<file path="src/rtl/ascon_perm_seq.sv">
// ascon_perm_seq: sequential Ascon permutation round controller around asconp, UROL rounds per clock.
// Optional `ASCON_PERM_SEQ_ZEROIZE_EN clears the state register on the output handshake.
module asconp #(
  parameter int UROL = 1
) (
  input  logic [3:0]  round_cnt,
  input  logic [63:0] x0_i,
  input  logic [63:0] x1_i,
  input  logic [63:0] x2_i,
  input  logic [63:0] x3_i,
  input  logic [63:0] x4_i,
  output logic [63:0] x0_o,
  output logic [63:0] x1_o,
  output logic [63:0] x2_o,
  output logic [63:0] x3_o,
  output logic [63:0] x4_o
);
  typedef logic [0:4][63:0] st_t;
  st_t s;
  function automatic logic [63:0] ror(input logic [63:0] x, input int n);
    return (x >> n) | (x << (64 - n));
  endfunction
  // One Ascon round for round index i; constant {15-i, i} is {~i, i} in 4 bits.
  function automatic st_t rnd(input st_t si, input logic [3:0] i);
    logic [63:0] a0, a1, a2, a3, a4, t0, t1, t2, t3, t4;
    a0 = si[0];
    a1 = si[1];
    a2 = si[2] ^ {56'd0, ~i, i};
    a3 = si[3];
    a4 = si[4];
    a0 = a0 ^ a4;
    a4 = a4 ^ a3;
    a2 = a2 ^ a1;
    t0 = ~a0 & a1;
    t1 = ~a1 & a2;
    t2 = ~a2 & a3;
    t3 = ~a3 & a4;
    t4 = ~a4 & a0;
    a0 = a0 ^ t1;
    a1 = a1 ^ t2;
    a2 = a2 ^ t3;
    a3 = a3 ^ t4;
    a4 = a4 ^ t0;
    a1 = a1 ^ a0;
    a0 = a0 ^ a4;
    a3 = a3 ^ a2;
    a2 = ~a2;
    return {a0 ^ ror(a0, 19) ^ ror(a0, 28), a1 ^ ror(a1, 61) ^ ror(a1, 39),
            a2 ^ ror(a2, 1) ^ ror(a2, 6), a3 ^ ror(a3, 10) ^ ror(a3, 17),
            a4 ^ ror(a4, 7) ^ ror(a4, 41)};
  endfunction
  always_comb begin
    s = {x0_i, x1_i, x2_i, x3_i, x4_i};
    for (int r = 0; r < UROL; r++) s = rnd(s, 4'(12 - int'(round_cnt) + r));
  end
  assign {x0_o, x1_o, x2_o, x3_o, x4_o} = s;
endmodule

module ascon_perm_seq #(
  parameter int UROL = 1
) (
  input  logic        clk,
  input  logic        rst,
  input  logic        start_i,
  input  logic [3:0]  rounds_i,
  input  logic [63:0] x0_i,
  input  logic [63:0] x1_i,
  input  logic [63:0] x2_i,
  input  logic [63:0] x3_i,
  input  logic [63:0] x4_i,
  output logic        ready_o,
  output logic        busy_o,
  output logic        err_o,
  output logic        out_valid_o,
  input  logic        out_ready_i,
  output logic [63:0] x0_o,
  output logic [63:0] x1_o,
  output logic [63:0] x2_o,
  output logic [63:0] x3_o,
  output logic [63:0] x4_o
);
  typedef enum logic [1:0] {IDLE, RUN, DONE} state_t;
  state_t st;
  logic [3:0] rcnt;
  logic [63:0] p0, p1, p2, p3, p4;
  logic legal;
  assign legal = rounds_i == 4'd6 || rounds_i == 4'd8 || rounds_i == 4'd12;
  asconp #(.UROL(UROL)) u_p (
    .round_cnt(rcnt),
    .x0_i(x0_o), .x1_i(x1_o), .x2_i(x2_o), .x3_i(x3_o), .x4_i(x4_o),
    .x0_o(p0), .x1_o(p1), .x2_o(p2), .x3_o(p3), .x4_o(p4)
  );
  always_ff @(posedge clk) begin
    if (rst) begin
      st <= IDLE;
      rcnt <= '0;
      {x0_o, x1_o, x2_o, x3_o, x4_o} <= '0;
      ready_o <= 1'b1;
      busy_o <= 1'b0;
      out_valid_o <= 1'b0;
      err_o <= 1'b0;
    end else begin
      err_o <= 1'b0;
      case (st)
        IDLE: if (start_i) begin
          if (legal) begin
            st <= RUN;
            rcnt <= rounds_i;
            {x0_o, x1_o, x2_o, x3_o, x4_o} <= {x0_i, x1_i, x2_i, x3_i, x4_i};
            ready_o <= 1'b0;
            busy_o <= 1'b1;
          end else err_o <= 1'b1;
        end
        RUN: begin
          {x0_o, x1_o, x2_o, x3_o, x4_o} <= {p0, p1, p2, p3, p4};
          rcnt <= rcnt - 4'(UROL);
          if (rcnt == 4'(UROL)) begin
            st <= DONE;
            busy_o <= 1'b0;
            out_valid_o <= 1'b1;
          end
        end
        DONE: if (out_ready_i) begin
          st <= IDLE;
          out_valid_o <= 1'b0;
          ready_o <= 1'b1;
`ifdef ASCON_PERM_SEQ_ZEROIZE_EN
          {x0_o, x1_o, x2_o, x3_o, x4_o} <= '0;
`endif
        end
        default: st <= IDLE;
      endcase
    end
  end
endmodule

</file>
<file path="config.mk">
export PLATFORM = sky130hd
export DESIGN_NAME = ascon_perm_seq
export DESIGN_NICKNAME = d
export VERILOG_FILES = /design/src/rtl/ascon_perm_seq.sv
export SDC_FILE = /design/constraint.sdc
export NUM_CORES = 2
export LEC_CHECK = 0
export BUFFER_PORTS_ARGS = -buffer_cell sky130_fd_sc_hd__buf_2
export CORE_AREA = 2 2 257 259
export CTS_BUF_LIST = sky130_fd_sc_hd__clkbuf_4
export DETAILED_ROUTE_END_ITERATION = 12
export DIE_AREA = 0 0 259 261
export PLACE_DENSITY = 0.69
export SETUP_SLACK_MARGIN = 0.3
export SYNTH_ARGS = -nofsm -noshare
export SYNTH_HDL_FRONTEND = slang
export SYNTH_SLANG_ARGS = --single-unit
</file>
<file path="constraint.sdc">
create_clock -name clk -period 4.28 [get_ports clk]
set_input_delay 0 -clock clk [delete_from_list [all_inputs] [get_ports clk]]
set_output_delay 0 -clock clk [all_outputs]
set_load 0.1 [all_outputs]
</file>
==> results.yml <==
status:
  status: "finished, final reports clean"
critical_path:
  r2r-end: "x3_o[40]"
  r2r-start: "x3_o[40]"
  path_max_fanout: 6
  crit_buf_inv: 3
  r2r.worst_path.cells: 9
  critical-path-slowest-cell: "xnor2_1"
  crit_end: "x3_o[40]"
  path_depth: 9
  cp-start-kind: "flip-flop"
  critical-path-top-delay-family: "XOR/XNOR gates"
  critPathMaxStageDelay_ps: 660
  rrSetupSlack_ps: 410
  end_kind: "flip-flop"
  crit_required_ps: 5110
  critPathArrivalTime_ps: 4700
  path_cells: "inv_1 > ha_1 > xnor2_1 > xnor2_1 > xnor3_1 > o221ai_1 > dlygate4sd3_1 > a21oi_1 > dlygate4sd3_1"
  criticalPathCategory: "reg2reg"
  crit_path_start: "x3_o[40]"
layout:
  mostFrequentLayoutCells: "buf_2, xnor2_1, dlygate4sd3_1"
  finalInstanceArea_sq_um: 40100
  stdcell_count: 5210
  nNetsFinal: 4729
  final_util: 0.616
  layout_commonest_cell: "buf_2"
  area_growth_pct: 34.9
  drive_gt1_frac: 0.237
detailed_routing:
  ant_nets: 0
  postRouteWirelength_um: 161000
  via_count: 31675
  post_drt_wl_per_cell_um: 31.0
  drc_errors: 0
  drt-vias-per-instance: 6.08
  drt_iter0_drc: 4292
  drt_pass1_iterations: 5
timing:
  fin_crit_ps: 3870
  clock-skew-final_ps: 70.1
  fmax_mhz: 259
  maxSlewViolCount: 0
  tightest_slew_ps: 1340
  fin_crit_sh: 0.903
  slew_headroom: 0.101
  final.setup.tns_ps: 0
  setup_viol: 0
  hold_viol: 0
  rsz0062_at_grt: "yes"
synthesis:
  synthXorXnorAreaFrac: 0.389
  yosys.area_share.simple: 0.0625
  synth_ff_type: "dfxtp_1"
  synth.area.top_cells: "dfxtp_1, xnor2_1, xnor3_1"
  netlist_instances: 3168
  synth_top_family_by_area: "XOR/XNOR gates"
  ys_seq_area_frac: 0.222
  synth_edf_count: 0
  synth_compound_area_frac: 0.197
  ys_seq_elements: 330
  post_synth_num_cell_types: 49
  synth_nets: 3627
  synth_top_area_share: 0.222
  yosys_warnings: 0
  avgSynthCellArea_sq_um: 9.38
  synth_area_leader_cell: "dfxtp_1"
  synthMuxAreaShare: 0.00572
  synthAdderAreaFrac: 0.0747
  async_flop_share: 0
  syn_area_sq_um: 29700
global_routing:
  first_global_vias: 30348
  grt_pass1_wl_um: 220000
  grt_usage: 0.462
  grt-ovfl-total: 0
  grt_max_degree: 134
  antenna_found_initial: 8
power:
  total_power_mw: 25.9
  power_density_nw_per_um2: 645
  vdd_drop_max_uv: 302
  leakagePower_nw: 18.5
placed_design:
  place_inst: 4564
  port-buffer-count: 651
  dpl.hpwl_um: 124000
  placed_area_sq_um: 34000
  place_congestion: 1.10
hold_path:
  hold_class: "in2reg"
  holdPathStages: 5
job:
  drv_cap: 0
floorplan:
  rows: 94
  start_util: 0.457
  coreArea_sq_um: 65000
  die_y_um: 261
  chipWidth_um: 259
  die_area_sq_um: 67600
  ios: 652
cts:
  cts_sinks: 330
  cts_max_path_buffers: 3
  cts_tree: "built"
  htreeDepth: 3
  clk_pin_slew_ps: 60
  clkLatencyLatePin_ps: 960
  root_buffer: "clkbuf_4"
  numCtsBuffers: 97
[logic make-up (layout without fill, tap and decap cells)]
| group | after synthesis | count (layout) |
|---|---|---|
| xor+xnor | 969 | 969 |
| compound gates | 824 | 824 |
| fa+ha+maj | 189 | 189 |
| buf+inv | 379 | 1550 |
| mux | 17 | 17 |
| simple gates | 460 | 460 |
| other cells | 0 | 7 |
| flops | 330 | 330 |
[cell type report]
| type | count | area (sq um) |
|---|---|---|
| Antenna cell | 7 | 17.5 |
| Sequential cell | 330 | 6610 |
| Inverter | 193 | 724 |
| Clock buffer | 141 | 1060 |
| Timing Repair Buffer | 1189 | 8590 |
| Fill cell | 5443 | 25000 |
| Clock inverter | 27 | 248 |
| Multi-Input combinational cell | 2459 | 21800 |
| Tap cell | 864 | 1080 |
[state kept, by name (all words and copies together), names as in the netlist]
register / count
out_valid_o: 1
busy_o: 1
ready_o: 1
rcnt: 4
x3_o: 64
x0_o: 64
x1_o: 64
x4_o: 64
x2_o: 64
err_o: 1
st: 2
[Yosys cell counts (4+ instances only)]
library cell  number
o21a_1             4
buf_1             24
xnor3_1          190
inv_1            191
a21o_1           135
o221a_2           61
ha_1             131
a22oi_1            4
a211oi_1         139
nand2b_1           4
nand2_1          176
o22ai_1           21
xor2_1           164
nor3_1            69
a21boi_0          13
clkbuf_1         131
buf_2             29
dfxtp_1          330
a2111oi_2         21
a221oi_1          14
maj3_1            57
a2111oi_0         21
o221ai_1          39
xnor2_2           55
xnor2_1          557
o31ai_1           15
a21oi_1          281
nor2_1           198
o21ai_0           43
mux2i_1           17
[tightest hold or removal path, delay by kind of cell]
family	cells	cell delay [ps]
buf+inv	2	600
simple gates	1	40
compound gates	2	300
[power by group]
group	total, mW	switching (mW)	internal [mW]
combinational	18.6	11.3	7.23
sequential	3.87	0.512	3.36
clock	3.44	1.64	1.80
[how the worst min path moves through the flow]
| stage | from | end | slack [ps] |
|---|---|---|---|
| finish | x2_i[21] | x2_o[21] | 30 |
| global route | x2_i[21] | x2_o[21] | 10 |
| CTS | x3_i[63] | x3_o[63] | 0.5 |
| detailed placement | x1_i[34] | x1_o[34] | 290 |
| global placement | start_i | err_o | 290 |
| floorplan | start_i | err_o | 170 |
[routing by layer]
metal	track usage	share of wire
met5	0	0.00022
met4	0.318	0.081
met3	0.131	0.12
met2	0.711	0.44
met1	0.561	0.36
[metrics by stage]
step / hold slack, ps / setup slack, ps
2_1_floorplan: 172 / 1150
3_3_place_gp: 287 / 1160
3_5_place_dp: 289 / 1020
4_1_cts: 0.506 / 396
5_1_grt: 13.4 / 296
6_report: 26.0 / 414
[repair_timing]
| item | 4_1_cts | 5_1_grt |
|---|---|---|
| endpoints found under the setup margin | 0 | 7 |
| resized for setup | 0 | 6 |
| setup buffers | 0 | 0 |
| hold endpoints to repair | 328 | 0 |
| hold buffers | 471 | 0 |
No activity file was read; power rests on OpenSTA's default activity.
